--- config.mk ---
export PLATFORM = sky130hd
export DESIGN_NAME = oric_tap_loader
export DESIGN_NICKNAME = d
export VERILOG_FILES = /design/src/rtl/oric_tap_loader.sv
export SDC_FILE = /design/constraint.sdc
export NUM_CORES = 1
export LEC_CHECK = 0
export CORE_ASPECT_RATIO = 1.75
export CORE_MARGIN = 2
export CORE_UTILIZATION = 30
export DETAILED_ROUTE_END_ITERATION = 6
export MAX_ROUTING_LAYER = met4
export PLACE_DENSITY = 0.46
export SYNTH_ARGS = -nofsm -noshare
export SYNTH_HDL_FRONTEND = slang
export SYNTH_SLANG_ARGS = --single-unit
--- constraint.sdc ---
create_clock -name clk_24 -period 5.6 [get_ports clk_24]
set_input_delay 1.12 -clock clk_24 [delete_from_list [all_inputs] [get_ports clk_24]]
set_output_delay 1.12 -clock clk_24 [all_outputs]
set_load 0.01 [all_outputs]
--- src/rtl/oric_tap_loader.sv ---
// Oric .TAP loader: parses a TAP image from the mist_io ioctl bus and writes its data bytes into RAM.
// Optional ORIC_TAP_MULTIBLOCK_EN: keep loading blocks until the download ends; results come from block 1.
module oric_tap_loader #(
    parameter logic [7:0] TAP_INDEX  = 8'd1,
    parameter int         FIFO_DEPTH = 4,
    parameter int         MAX_NAME   = 16
) (
    input  logic        clk_24,
    input  logic        reset,
    input  logic        ioctl_download,
    input  logic [7:0]  ioctl_index,
    input  logic        ioctl_wr,
    input  logic [7:0]  ioctl_dout,
    output logic        mem_req,
    input  logic        mem_ack,
    output logic [15:0] mem_addr,
    output logic [7:0]  mem_dout,
    output logic        cpu_hold,
    output logic        done,
    output logic        error,
    output logic        autorun,
    output logic        is_basic,
    output logic [15:0] exec_addr
);
    localparam int AW = $clog2(FIFO_DEPTH);
    localparam int CW = AW + 1;
    localparam int NW = $clog2(MAX_NAME + 1);

    localparam logic [2:0] ST_IDLE  = 3'd0;
    localparam logic [2:0] ST_SYNC  = 3'd1;
    localparam logic [2:0] ST_HDR   = 3'd2;
    localparam logic [2:0] ST_NAME  = 3'd3;
    localparam logic [2:0] ST_DATA  = 3'd4;
    localparam logic [2:0] ST_DRAIN = 3'd5;
    localparam logic [2:0] ST_DONE  = 3'd6;
    localparam logic [2:0] ST_ERR   = 3'd7;

    logic [2:0]    state, state_n;
    logic          wr_prev, dl_prev;
    logic [7:0]    fifo_mem [FIFO_DEPTH];
    logic [AW-1:0] wr_ptr, rd_ptr;
    logic [CW-1:0] fifo_cnt;
    logic [1:0]    sync_cnt;
    logic [3:0]    hdr_idx;
    logic [NW-1:0] name_cnt;
    logic [7:0]    hdr_type, hdr_auto;
    logic [15:0]   hdr_start, hdr_end, offset;
    logic [16:0]   remaining;
    logic          first_valid, block_done;
    logic [7:0]    first_type, first_auto;
    logic [15:0]   first_start;

    logic       fifo_empty, fifo_full, start, capture, parse_pop, ack_pop, pop, push, overflow;
    logic       truncated, flush;
    logic [7:0] head;

    assign fifo_empty = (fifo_cnt == '0);
    assign fifo_full  = (fifo_cnt == CW'(FIFO_DEPTH));
    assign head       = fifo_mem[rd_ptr];
    assign start      = (state == ST_IDLE) && ioctl_download && !dl_prev && (ioctl_index == TAP_INDEX);
    assign capture    = ioctl_wr && !wr_prev && ioctl_download && (ioctl_index == TAP_INDEX)
                        && (state != ST_ERR) && (state != ST_DONE) && ((state != ST_IDLE) || start);
    assign parse_pop  = (state inside {ST_SYNC, ST_HDR, ST_NAME, ST_DRAIN}) && !fifo_empty;
    assign ack_pop    = (state == ST_DATA) && mem_req && mem_ack;
    assign pop        = parse_pop || ack_pop;
    // A full FIFO only overflows if nothing leaves it in the same cycle.
    assign overflow   = capture && fifo_full && !pop;
    assign push       = capture && !overflow;
    assign truncated  = !ioctl_download && fifo_empty;
    assign flush      = (state == ST_ERR) || (state == ST_DONE) || ((state == ST_IDLE) && !start);

    assign cpu_hold = state inside {ST_SYNC, ST_HDR, ST_NAME, ST_DATA, ST_DRAIN};
    assign done     = (state == ST_DONE);

    always_comb begin
        // NOTE: state_n gets a default first so every path assigns it and no latch is inferred.
        state_n = state;
        case (state)
            ST_IDLE: if (start) state_n = ST_SYNC;
            ST_SYNC: begin
                if (!fifo_empty) begin
                    if (head == 8'h24 && sync_cnt == 2'd3) state_n = ST_HDR;
                end else if (truncated) begin
                    state_n = block_done ? ST_DRAIN : ST_ERR;
                end
            end
            ST_HDR: begin
                if (!fifo_empty) begin
                    if (hdr_idx == 4'd8) state_n = (hdr_start > hdr_end) ? ST_ERR : ST_NAME;
                end else if (truncated) begin
                    state_n = ST_ERR;
                end
            end
            ST_NAME: begin
                if (!fifo_empty) begin
                    if (head == 8'h00) state_n = ST_DATA;
                    else if (name_cnt == NW'(MAX_NAME - 1)) state_n = ST_ERR;
                end else if (truncated) begin
                    state_n = ST_ERR;
                end
            end
            ST_DATA: begin
                if (ack_pop && remaining == 17'd1) begin
`ifdef ORIC_TAP_MULTIBLOCK_EN
                    state_n = ioctl_download ? ST_SYNC : ST_DRAIN;
`else
                    state_n = ST_DRAIN;
`endif
                end else if (truncated) begin
                    state_n = ST_ERR;
                end
            end
            ST_DRAIN: if (!ioctl_download) state_n = ST_DONE;
            ST_DONE:  state_n = ST_IDLE;
            ST_ERR:   if (!ioctl_download) state_n = ST_IDLE;
            default:  state_n = ST_IDLE;
        endcase
        if (overflow) state_n = ST_ERR;
    end

    // NOTE: the byte store has no reset; fifo_cnt alone decides which entries are meaningful.
    always_ff @(posedge clk_24) begin
        if (push) fifo_mem[wr_ptr] <= ioctl_dout;
    end

    // NOTE: all sequential state uses non-blocking assignments so every register sees pre-edge values.
    always_ff @(posedge clk_24) begin
        if (reset) begin
            state       <= ST_IDLE;
            wr_prev     <= 1'b0;
            dl_prev     <= 1'b0;
            wr_ptr      <= '0;
            rd_ptr      <= '0;
            fifo_cnt    <= '0;
            sync_cnt    <= 2'd0;
            hdr_idx     <= 4'd0;
            name_cnt    <= '0;
            hdr_type    <= 8'h00;
            hdr_auto    <= 8'h00;
            hdr_start   <= 16'h0000;
            hdr_end     <= 16'h0000;
            offset      <= 16'h0000;
            remaining   <= 17'd0;
            first_valid <= 1'b0;
            block_done  <= 1'b0;
            first_type  <= 8'h00;
            first_auto  <= 8'h00;
            first_start <= 16'h0000;
            mem_req     <= 1'b0;
            mem_addr    <= 16'h0000;
            mem_dout    <= 8'h00;
            error       <= 1'b0;
            autorun     <= 1'b0;
            is_basic    <= 1'b0;
            exec_addr   <= 16'h0000;
        end else begin
            state   <= state_n;
            wr_prev <= ioctl_wr;
            dl_prev <= ioctl_download;

            if (flush) begin
                wr_ptr   <= '0;
                rd_ptr   <= '0;
                fifo_cnt <= '0;
            end else begin
                if (push) wr_ptr <= wr_ptr + AW'(1);
                if (pop)  rd_ptr <= rd_ptr + AW'(1);
                fifo_cnt <= fifo_cnt + CW'(push) - CW'(pop);
            end

            if (start) begin
                error       <= 1'b0;
                sync_cnt    <= 2'd0;
                first_valid <= 1'b0;
                block_done  <= 1'b0;
            end else if (state_n == ST_ERR) begin
                error <= 1'b1;
            end

            case (state)
                ST_SYNC: if (!fifo_empty) begin
                    if (head == 8'h16) begin
                        if (sync_cnt != 2'd3) sync_cnt <= sync_cnt + 2'd1;
                    end else begin
                        sync_cnt <= 2'd0;
                        hdr_idx  <= 4'd0;
                    end
                end
                ST_HDR: if (!fifo_empty) begin
                    hdr_idx <= hdr_idx + 4'd1;
                    case (hdr_idx)
                        4'd2: hdr_type        <= head;
                        4'd3: hdr_auto        <= head;
                        4'd4: hdr_end[15:8]   <= head;
                        4'd5: hdr_end[7:0]    <= head;
                        4'd6: hdr_start[15:8] <= head;
                        4'd7: hdr_start[7:0]  <= head;
                        4'd8: begin
                            remaining <= {1'b0, hdr_end} - {1'b0, hdr_start} + 17'd1;
                            offset    <= 16'h0000;
                            name_cnt  <= '0;
                            if (!first_valid) begin
                                first_valid <= 1'b1;
                                first_type  <= hdr_type;
                                first_auto  <= hdr_auto;
                                first_start <= hdr_start;
                            end
                        end
                        default: ;
                    endcase
                end
                ST_NAME: if (!fifo_empty && head != 8'h00) name_cnt <= name_cnt + NW'(1);
                ST_DATA: if (ack_pop) begin
                    offset    <= offset + 16'd1;
                    remaining <= remaining - 17'd1;
                    if (remaining == 17'd1) begin
                        block_done <= 1'b1;
                        sync_cnt   <= 2'd0;
                    end
                end
                ST_DRAIN: if (state_n == ST_DONE) begin
                    autorun   <= (first_auto != 8'h00);
                    is_basic  <= (first_type == 8'h00);
                    exec_addr <= first_start;
                end
                default: ;
            endcase

            // One request per FIFO head; mem_req drops on ack and re-arms no sooner than the next cycle.
            if (state == ST_DATA && state_n == ST_DATA) begin
                if (ack_pop) begin
                    mem_req <= 1'b0;
                end else if (!mem_req && !fifo_empty) begin
                    mem_req  <= 1'b1;
                    mem_addr <= hdr_start + offset;
                    mem_dout <= head;
                end
            end else begin
                mem_req <= 1'b0;
            end
        end
    end
endmodule

After elaboration in Yosys (flattened, before gate mapping)
Memories as Yosys holds them, arrays and structs flattened. A register that Yosys moved wholly into a read port is not among the register bits.
Cells that the tools add are included.
- register bits: 182
- memory bits (writable): 32
- output and inout bits: 46
- memories kept: 1
- add/subtract/negate cells: 12
- order comparisons: 1
- equal/unequal tests: 33
- multiplexer cells: 53
- bitwise gates (word level): 4
- reduce and logical (&&, ||, !) cells: 61
- memory list (memory ; words ; bits a word ; read ports ; clocked after Yosys merged registers in ; write ports ; line ; source):
    fifo_mem ; 4 ; 8 ; 1 ; 1 ; 1 ; 40 ; logic [7:0] fifo_mem [FIFO_DEPTH];
- operator list (operator ; count):
    17-bit two-way mux ; 3
    16-bit two-way mux ; 3
    3-bit two-way mux ; 15
    17-bit one-hot mux with 2 select lines ; 1
    16-bit one-hot mux with 2 select lines ; 1
    3-bit == test (second input constant) ; 8
    3-bit one-hot mux with 8 select lines ; 1
    1-bit logical AND ; 22
    3-bit AND reduction ; 7
    2-bit two-way mux ; 9
    17-bit by 1-bit adder with 17-bit output (second input constant) ; 1
    17-bit by 1-bit == test with 1-bit output (second input constant) ; 1
    16-bit by 16-bit subtractor with 17-bit output ; 1
    17-bit by 1-bit subtractor with 17-bit output (second input constant) ; 1
    16-bit by 1-bit adder with 16-bit output (second input constant) ; 1
    16-bit adder ; 1
    4-bit by 3-bit == test with 1-bit output (second input constant) ; 4
    16-bit > comparator ; 1
    8-bit zero test ; 2
    4-bit AND reduction ; 4
    8-bit nonzero test ; 2
    5-bit two-way mux ; 3
    4-bit two-way mux ; 3
    1-bit two-way mux ; 11
    other kinds (31) ; 58

Depth between registers and ports, before layout
- word-level depth: 14
- mapped depth: 15
- mapped depth without buffers: 14

Least setup slack after synthesis
OpenSTA, ideal clock, no wires.
- path kind: input to register
- start point: in ioctl_index[3]
- end point: reg fifo_cnt[2]
- library setup time: 115 ps
- arrival time: 4115 ps
- required time: 5485 ps
- setup slack: 1371 ps
- stages on the path: 14
- buffers on the path: 1
- path through: or4_1 or4_1 a2111oi_1 nor2b_1 clkbuf_1 inv_1 ha_1 inv_1 ha_1 inv_1 fa_1 xor2_1 xnor2_1 nor2_1
- cells in the longest elaborated chain, start to end: 11
- elaborated cells on any way between the ends: 17
- those cells by class: add/sub: 2; eq/ne: 1; reduce/logical: 14
- ends and longest elaborated chain (element ; line ; source):
    start: declaration ; 11 ; input logic [7:0] ioctl_index,
    8-bit by 1-bit == test with 1-bit output (*) ; 60, 61 ;
    1-bit logical AND ; 61 ; assign capture = ioctl_wr && !wr_prev && ioctl_download && (ioctl_index == TAP_INDEX)
    1-bit logical AND (3 in a row) ; 62 ; && (state != ST_ERR) && (state != ST_DONE) && ((state != ST_IDLE) || start);
    1-bit logical AND (2 in a row) ; 67 ; assign overflow = capture && fifo_full && !pop;
    1-bit zero test ; 68 ; assign push = capture && !overflow;
    1-bit logical AND ; 68 ;
    3-bit by 1-bit adder with 3-bit output ; 168 ; fifo_cnt <= fifo_cnt + CW'(push) - CW'(pop);
    3-bit by 1-bit subtractor with 3-bit output ; 168 ;
    end signal: assignment ; 168 ;
    end: declaration ; 42 ; logic [CW-1:0] fifo_cnt;
Mark *: on every way between the ends. The rest lies on a longest branch, timed or not.
A chain may end at the register's enable or synchronous reset.

Worst setup path in the final report
Same ends and word-level chain as after synthesis.

==> results.cfg <==
[yosys]
yosysMostFrequentCell = nand2_1
netlist.area_leader.share_pct = 33.81
synth_flop_cell = dfxtp_1
syn_avg_cell_area_um2 = 8.694
synthCells = 1253
synth_top_area_cell = dfxtp_1
synth.distinct_cells = 66
syn_nets = 1354
yosysSeqAreaShare_pct = 42.63
synth-edff-count = 32
synthesis.area_um2 = 10890
async_reset_ff_share_pct = 0
synth_area_leaders = dfxtp_1 (34%), ha_1 (8.8%), edfxtp_1 (8.8%), nand2_1 (6.5%), a21oi_1 (6.1%)
synth_common_cells = nand2_1 (189), dfxtp_1 (184), a21oi_1 (132)
synth_warnings = 0
ys_seq_elements = 216

[setup_path]
r2r-start = state[0]$_SDFF_PP0_
cp.arrival_ns = 4.82
regToRegSetupSlack_ns = 1.96
crit_path_max_fanout = 7
crit_start = ioctl_index[3]
critPathBufInv = 4
crit_path_cell_trace = clkdlybuf4s50_1 -> or4_1 -> or4_1 -> a2111oi_1 -> nor2b_1 -> inv_1 -> ha_1 -> inv_1 -> ha_1 -> inv_1 -> fa_1 -> xor2_1 -> xnor2_1 -> nor2_1
crit_path_top_delay_cell = or4_1
path_common_cell = inv_1
critPathTopFamily = simple AND/OR/NAND/NOR gates
end_kind = flop
r2r-end = fifo_cnt[2]$_SDFF_PP0_
max_stage_delay_ns = 0.52
worst-setup-path-type = input port to flop
crit_end = fifo_cnt[2]$_SDFF_PP0_
reg2reg_depth = 13
cp-start-kind = input port
path_depth = 14
worstPathRequired_ns = 6.00

[final_layout]
n_fill_cell = 3765
area_growth_pct = 17.39
layout-drive-gt1-share_pct = 5.708
nets = 1399
regArea_um2 = 4644
diodes = 0
fin_cells = 1784
multi_input_area_um2 = 5797

[worst_hold_path]
hold_class = flop to flop

[route]
drt-pass1-iter-count = 5
vias_per_cell = 4.962
ant_nets = 0
wirelength_um = 30480
vias = 8852
drc = 0
first_iter_violations = 413
wl_per_cell_um = 17.09

[floorplan]
start_util_pct = 30.33
io_pins = 67
num_rows = 92
coreArea_um2 = 35910
die_w_um = 148.1
die_area_um2 = 37910
die_h_um = 256.1

[timing]
hold_violations = 0
slew_headroom_pct = 33.26
setup_viol = 0
setup_tns_ns = 0
fin_crit_sh_pct = 78.85
maxSlewViolCount = 0
fin_crit_ns = 4.415
grt_setup_unrepaired = false
max_freq_ghz = 0.2265
tightest_slew_ns = 1.001
fin_skew_ns = 0.01956

[global_route]
grt_pass1_wl_um = 48510
grt_max_degree = 87
grt_pass1_vias = 8791
grt-ovfl-total = 0
antenna_found_initial = 0
grt.total_usage_pct = 16.49

[clock_tree]
cts-root-buf = clkbuf_16
clk_latency_ns = 0.53
cts.sinks = 216
cts_max_path_buffers = 3
cts_tree = yes
cts.clk_slew.worst_paths_ns = 0.07
htreeDepth = 1
hold_buffers = 0
cts_buffers = 23
cts-resized-gates = 0
post_cts_buffers = 0

[pwr]
powerDensity_nw_per_um2 = 253.5
leakagePower_uw = 0.004782
worst_ir_drop_vdd_mv = 0.1935

[run_status]
outcome = completed

[placed_design]
port_buffers = 66
placed_cells = 1743
hpwl_um = 22470
gp_congestion = 0.8026

[run]
drv_cap = 0
metal layers:
metal | vias to the layer above | wire, um | track usage [%]
met3 | 53 | 733 | 1.800
met2 | 112 | 16880 | 31.82
met4 | 0 | 1313 | 6.746
li1 | 4452 | - | -
met5 | - | 0 | -
met1 | 4235 | 11550 | 16.50
cell usage in the layout, fill, tap and decap left out, types with 7 or more instances in the layout:
master and count:
o21ai_0 23, mux2i_1 39, xor2_1 22, buf_4 14, and2_1 11, a31oi_1 9, dfxtp_1 184, nor3_1 30
nor2_1 127, ha_1 77, inv_1 58, o21a_1 9, nand4_1 18, nand2_1 189, xnor2_1 26, a21oi_1 132
edfxtp_1 32, nor2b_1 7, clkbuf_16 23, mux4_2 8, nand3_1 51, clkdlybuf4s50_1 65, a21o_1 14, a211oi_1 13
and3_1 9, nor4_1 11
per-stage QoR:
| step | setup WS, ns | hold WS, ns | util (%) | area, um^2 | power (uW) |
|---|---|---|---|---|---|
| global route | 0.9086 | 0.4755 | 35.61 | 12790 | 3350 |
| detailed placement | 0.6059 | 0.4438 | 33.42 | 12000 | 1653 |
| floorplan | 1.371 | 0.4315 | - | 10890 | 1629 |
| global placement | 0.6332 | 0.4391 | 33.42 | 12000 | 1653 |
| CTS | 1.149 | 0.4492 | 35.61 | 12790 | 3293 |
| finish | 1.185 | 0.4460 | 35.61 | 12790 | 3242 |
worst min path at each step:
| stage | start | to | slack, ns | depth (start not counted) |
|---|---|---|---|---|
| after floorplan | hdr_auto[0]$_SDFFE_PP0P_ | first_auto[0]$_SDFFE_PP0P_ | 0.43 | 2 |
| after global placement | hdr_auto[2]$_SDFFE_PP0P_ | first_auto[2]$_SDFFE_PP0P_ | 0.44 | 2 |
| after detailed placement | hdr_auto[4]$_SDFFE_PP0P_ | first_auto[4]$_SDFFE_PP0P_ | 0.44 | 2 |
| after CTS | hdr_auto[5]$_SDFFE_PP0P_ | first_auto[5]$_SDFFE_PP0P_ | 0.45 | 2 |
| after global routing | first_auto[3]$_SDFFE_PP0P_ | first_auto[3]$_SDFFE_PP0P_ | 0.48 | 2 |
| final | hdr_auto[5]$_SDFFE_PP0P_ | first_auto[5]$_SDFFE_PP0P_ | 0.45 | 2 |
cell families after synthesis:
| logic type | share of synthesized area [%] |
|---|---|
| muxes | 5.237 |
| DFF | 42.63 |
| xor gates and xnor gates | 3.859 |
| adders and majority gates | 9.487 |
| AOI/OAI and AO/OA | 13.81 |
| buffers and inverters | 4.284 |
| and+or+nand+nor | 20.70 |
power by group:
part / total, uW / switching [uW] / internal, uW / leakage (uW)
logic: 44.8 / 28.8 / 16.0 / 0.00263
registers: 1570 / 0.525 / 1570 / 0.00177
clock network: 1620 / 677 / 947 / 0.000378
total: 3240 / 707 / 2540 / 0.00478
registers in the layout, indices dropped and copies added (netlist names), 16 cells and up, named ones only:
| register | count |
|---|---|
| offset | 16 |
| hdr_start | 16 |
| fifo_mem | 32 |
| remaining | 17 |
| first_start | 16 |
| exec_addr | 16 |
| mem_addr | 16 |
| hdr_end | 16 |
tightest hold or removal path: cells and delay by family (launching register included):
| family | cells | cell delay (ns) |
|---|---|---|
| AOI/OAI and AO/OA | 1 | 0.05 |
| DFF | 1 | 0.31 |
| and+or+nand+nor | 1 | 0.05 |
layout make-up:
cell class | instances | share of cell area, %
well taps | 470 | 4.598
repair buffers | 79 | 5.909
clock buffers | 25 | 4.559
multi-input cells | 920 | 45.33
clock inverters | 16 | 1.585
flip-flops and latches | 216 | 36.32
inverters | 58 | 1.702
Note: power is estimated with default switching activity, not from simulation.
